[config.mk]
export PLATFORM = sky130hd
export DESIGN_NAME = hex_cmd_assembler_flat
export DESIGN_NICKNAME = d
export VERILOG_FILES = /design/src/rtl/hex_cmd_assembler_if.sv /design/src/rtl/hex_cmd_assembler.sv /design/src/flat_wrapper.sv
export SDC_FILE = /design/constraint.sdc
export NUM_CORES = 1
export LEC_CHECK = 0
export BUFFER_PORTS_ARGS = -buffer_cell sky130_fd_sc_hd__buf_2
export CAP_MARGIN = 20
export CORE_MARGIN = 2
export CORE_UTILIZATION = 39
export DETAILED_ROUTE_END_ITERATION = 8
export GPL_TIMING_DRIVEN = 0
export SLEW_MARGIN = 10
export SYNTH_ARGS = -nofsm -noshare
export SYNTH_HDL_FRONTEND = slang
export SYNTH_SLANG_ARGS = --single-unit
[constraint.sdc]
create_clock -name clk -period 1.9 [get_ports clk]
set_clock_uncertainty 0.1 [all_clocks]
set_input_delay 0.095 -clock clk [delete_from_list [all_inputs] [get_ports clk]]
set_output_delay 0.095 -clock clk [all_outputs]
set_load 0.005 [all_outputs]
[src/rtl/hex_cmd_assembler_if.sv]
// Keypad command stream bundle: UART RX bytes in, committed value out.
// master drives rx_data/rx_valid; slave (assembler) drives the results.
interface hex_cmd_assembler_if #(
  parameter int DIGITS = 4
);
  localparam int CW = $clog2(DIGITS + 1);

  logic [7:0]          rx_data;
  logic                rx_valid;
  logic [4*DIGITS-1:0] value;
  logic                value_valid;
  logic [CW-1:0]       digit_count;
  logic                err;

  modport master (
    output rx_data, rx_valid,
    input  value, value_valid, digit_count, err
  );

  modport slave (
    input  rx_data, rx_valid,
    output value, value_valid, digit_count, err
  );
endinterface

[src/rtl/hex_cmd_assembler.sv]
// Keypad-ASCII command assembler: digits shift into a word, '#' commits,
// '*' cancels. Ports: clk, rst_n (sync, active-low), bus (slave modport:
// rx_data/rx_valid in; value/value_valid/digit_count/err out).
// Optional macro LOWERCASE_HEX_EN: accept 'a'-'d' as digits 10-13.
module hex_cmd_assembler #(
  parameter int DIGITS = 4
) (
  input logic                  clk,
  input logic                  rst_n,
  hex_cmd_assembler_if.slave   bus
);
  localparam int W  = 4 * DIGITS;
  localparam int CW = $clog2(DIGITS + 1);

  typedef enum logic [1:0] {
    IDLE,
    COLLECT,
    OVF
  } state_t;

  state_t         st, st_n;
  logic [W-1:0]   acc, acc_n;
  logic [CW-1:0]  cnt, cnt_n;
  logic [W-1:0]   val, val_n;
  logic           vv, vv_n;
  logic           er, er_n;

  logic           is_dig, is_clr, is_ent, is_oth;
  logic [3:0]     nib;
  logic [7:0]     d;

  assign d = bus.rx_data;

  // Character classifier; classes are mutually exclusive.
  always_comb begin
    is_dig = 1'b0;
    nib    = 4'd0;
    if (d >= 8'h30 && d <= 8'h39) begin
      is_dig = 1'b1;
      nib    = d[3:0];
    end else if (d >= 8'h41 && d <= 8'h44) begin
      is_dig = 1'b1;
      nib    = d[3:0] + 4'd9;
    end
`ifdef LOWERCASE_HEX_EN
    else if (d >= 8'h61 && d <= 8'h64) begin
      is_dig = 1'b1;
      nib    = d[3:0] + 4'd9;
    end
`endif
    is_clr = (d == 8'h2A);
    is_ent = (d == 8'h23);
    is_oth = !(is_dig || is_clr || is_ent);
  end

  always_ff @(posedge clk) begin
    if (!rst_n) begin
      st  <= IDLE;
      acc <= '0;
      cnt <= '0;
      val <= '0;
      vv  <= 1'b0;
      er  <= 1'b0;
    end else begin
      st  <= st_n;
      acc <= acc_n;
      cnt <= cnt_n;
      val <= val_n;
      vv  <= vv_n;
      er  <= er_n;
    end
  end

  always_comb begin
    st_n  = st;
    acc_n = acc;
    cnt_n = cnt;
    val_n = val;
    vv_n  = 1'b0;
    er_n  = 1'b0;
    if (bus.rx_valid) begin
      unique case (1'b1)
        is_clr: begin
          st_n  = IDLE;
          acc_n = '0;
          cnt_n = '0;
        end
        is_ent: begin
          st_n  = IDLE;
          acc_n = '0;
          cnt_n = '0;
          if (st == COLLECT) begin
            val_n = acc;
            vv_n  = 1'b1;
          end else begin
            er_n  = 1'b1;
          end
        end
        is_dig: begin
          unique case (st)
            IDLE: begin
              acc_n = W'(nib);
              cnt_n = CW'(1);
              st_n  = COLLECT;
            end
            COLLECT: begin
              if (cnt < CW'(DIGITS)) begin
                acc_n = (acc << 4) | W'(nib);
                cnt_n = cnt + CW'(1);
              end else begin
                // Overflow: freeze acc/count until a terminator.
                er_n = 1'b1;
                st_n = OVF;
              end
            end
            default: begin
            end
          endcase
        end
        is_oth: begin
          st_n  = IDLE;
          acc_n = '0;
          cnt_n = '0;
          er_n  = 1'b1;
        end
      endcase
    end
  end

  assign bus.value       = val;
  assign bus.value_valid = vv;
  assign bus.digit_count = cnt;
  assign bus.err         = er;
endmodule
[src/flat_wrapper.sv]
// flat-port wrapper written by rule: the top's interface ports become plain ports
module hex_cmd_assembler_flat 
#(
  parameter int DIGITS = 4
)
  (clk, rst_n, bus_rx_data, bus_rx_valid, bus_value, bus_value_valid, bus_digit_count, bus_err);
  hex_cmd_assembler_if #(.DIGITS(DIGITS)) bus_i ();
  input logic clk;
  input logic rst_n;
  input wire logic [$bits(bus_i.rx_data)-1:0] bus_rx_data;
  input wire logic [$bits(bus_i.rx_valid)-1:0] bus_rx_valid;
  output wire logic [$bits(bus_i.value)-1:0] bus_value;
  output wire logic [$bits(bus_i.value_valid)-1:0] bus_value_valid;
  output wire logic [$bits(bus_i.digit_count)-1:0] bus_digit_count;
  output wire logic [$bits(bus_i.err)-1:0] bus_err;
  assign bus_i.rx_data = bus_rx_data;
  assign bus_i.rx_valid = bus_rx_valid;
  assign bus_value = bus_i.value;
  assign bus_value_valid = bus_i.value_valid;
  assign bus_digit_count = bus_i.digit_count;
  assign bus_err = bus_i.err;
  hex_cmd_assembler #(.DIGITS(DIGITS)) u_core (.clk(clk), .rst_n(rst_n), .bus(bus_i));
endmodule
==> results.toml <==
[status]
outcome = "finished clean"

[clock_tree]
clk-insertion-delay-late_ns = 0.29
postCtsSetupBuffers = 0
clock_path_buffers = 2
cts_num_sinks = 39
root_buffer = "clkbuf_8"
cts_buffers = 5
hold_buffers = 0
cts_tree = "built"
clk_pin_slew_ns = 0.08
htreeDepth = 2
cts-resized-gates = 1

[power]
p_leak_nw = 0.941
finalPower_mw = 1.47
vdd_drop_max_uv = 464
p_per_area_mw_per_mm2 = 732

[timing]
fin_crit_sh_pct = 95.5
hold_slack_ns = 0.0741
worstMarginPinSlew_ns = 0.516
slew_viol_final = 0
relSlewSlack_pct = 65.2
fin_tns_setup_ns = 0
finalCriticalPeriod_ns = 1.81
hold_violations = 0
setup-violations-final = 0
rsz0062_at_grt = "no"
max_freq_mhz = 551

[detailed_routing]
first_pass_iters = 4
vias = 1406
drc = 0
via_per_inst = 5.45
drt_iter0_markers = 48
wire_per_inst_um = 14.9
finalWirelength_um = 3850
ant_nets = 0

[placed_design]
dp.cells = 250
hpwl_um = 2830
place_congestion = 0.831
placed_area_mm2 = 0.00192
place.port_buffers = 30

[yosys]
syn_area_mm2 = 0.00170
async_reset_ff_share_pct = 0
synth-edff-count = 0
synth-seq-area-share_pct = 45.8
synth.most_common_cell = "dfxtp_1"
yosys_register_bits = 39
syn_area_per_cell_um2 = 10.1
ys_warn_count = 0
synth_cell_types = 43
synthFlopType = "dfxtp_1"
syn_inst = 168
yosys-top-cells-area = "dfxtp_1 46%, mux2i_1 9.4%, a32o_1 7.1%, ha_1 4.4%, nor2_1 4.0%"
yosys.area.top_type_share_pct = 45.8
syn-num-nets = 185
yosys-top-cells-count = "39 x dfxtp_1, 18 x nor2_1, 16 x mux2i_1"
synth_top_area_cell = "dfxtp_1"

[critical_path]
r2r-start = "u_core.st[0]$_SDFFE_PN0P_"
slowest_stage = "a21oi_2"
worstSetupPathType = "flop to flop"
cp.arrival_ns = 1.89
endpoint_kind = "flop"
critPathBufInv = 2
required_ns = 1.97
critPathMaxStageDelay_ns = 0.31
critical_path.max_fanout = 10
startpoint_type = "flop"
crit_start = "u_core.st[0]$_SDFFE_PN0P_"
cp_top_family = "compound AO/OA/AOI/OAI gates"
cp_cell_sequence = "clkbuf_2 > a21oi_2 > a211o_1 > o211ai_2 > buf_2 > a32o_1"

[worst_hold_path]
hold_class = "input port to flop"
hold_start = "bus_rx_data[6]"

[finish]
syn_to_final_growth_pct = 18.4
nets = 222
drive_above_1_share_pct = 24.3
multi_input_area_um2 = 843
finalNonFillerCells = 258
seqCellArea_um2 = 781
n_fill_cell = 432
antenna_cells = 0
final_cell_area_mm2 = 0.00202

[die]
io_pins = 32
core_mm2 = 0.00429
die_x_um = 70.1
start_util_pct = 39.7
dieArea_mm2 = 0.00491
row_count = 24
die_h_um = 70.1

[global_route]
grt_pass1_vias = 1355
grt_pass1_wl_um = 6360
antenna_found_initial = 0
gr-total-overflow = 0
grt_max_degree = 14
track_usage_pct = 15.9

[job]
cap_violations = 0
## worst reg2reg max path: stages, from the launching register on
cell      delay, ns
dfxtp_1        0.30
clkbuf_2       0.16
a21oi_2        0.31
a211o_1        0.19
o211ai_2       0.13
buf_2          0.23
a32o_1         0.28
## cell families after synthesis
logic type | Yosys count | share of synthesized area, %
flip-flops | 39 | 45.8
adder cells (fa/ha/maj) | 6 | 4.41
multiplexers | 16 | 9.40
AND/OR/NAND/NOR | 44 | 14.0
XOR/XNOR | 1 | 0.514
AO/OA/AOI/OAI | 45 | 20.7
buffers and inverters | 17 | 5.14
## registers in the layout (all words and copies together), names as in the netlist
signal and flops:
u_core.acc 16, u_core.bus.value 16, u_core.bus.digit_count 3, u_core.st 2, u_core.bus.err 1, u_core.bus.value_valid 1
## routing by layer
metal | global-route usage [%] | share of wire [%]
met5 | 0 | 0
met4 | 2.78 | 0.62
met3 | 3.90 | 4.1
met2 | 25.9 | 47
met1 | 21.6 | 48
## stage by stage
stage	setup slack (ns)	utilization, %
floorplan	0.187	-
global placement	-0.111	44.7
detailed placement	-0.170	44.7
CTS	0.0905	46.9
global route	0.00316	46.9
finish	0.0860	46.9
## power by group
| part | internal, mW | leakage (nW) | switching [mW] |
|---|---|---|---|
| clock | 0.255 | 0.0402 | 0.293 |
| combinational | 0.0364 | 0.586 | 0.0656 |
| sequential | 0.822 | 0.315 | 0.00319 |
## layout make-up
| class | instances | area share (%) |
|---|---|---|
| plain buffers | 12 | 3.41 |
| inverters | 5 | 0.931 |
| repair buffers | 30 | 7.45 |
| clock inverters | 3 | 0.993 |
| flip-flops and latches | 39 | 38.7 |
| clock buffers | 5 | 3.41 |
| multi-input cells | 112 | 41.8 |
| well taps | 52 | 3.23 |
## worst paths after layout
| path | to | slack, ns | depth (start not counted) |
|---|---|---|---|
| hold reg to reg | u_core.bus.value[12]$_SDFFE_PN0P_ | 0.39 | 2 |
| setup reg to reg | u_core.acc[9]$_SDFFE_PN0P_ | 0.09 | 6 |
| hold / removal | u_core.bus.value_valid$_SDFF_PN0_ | 0.07 | 4 |
| setup / recovery | u_core.acc[9]$_SDFFE_PN0P_ | 0.09 | 6 |
## cell usage in the layout, fill, tap and decap left out, drive strengths merged, types with 2 or more instances in the layout
master	instances
dfxtp	39
buf	37
nor2	18
mux2i	16
a32o	12
clkbuf	10
o21ai	7
nand2	7
a21oi	7
ha	6
inv	5
o22ai	5
nor3b	3
nor3	3
o21bai	2
nand3	2
a221oi	2
a211oi	2
clkinvlp	2
nand4	2
Power figures use the tool's default switching activity.
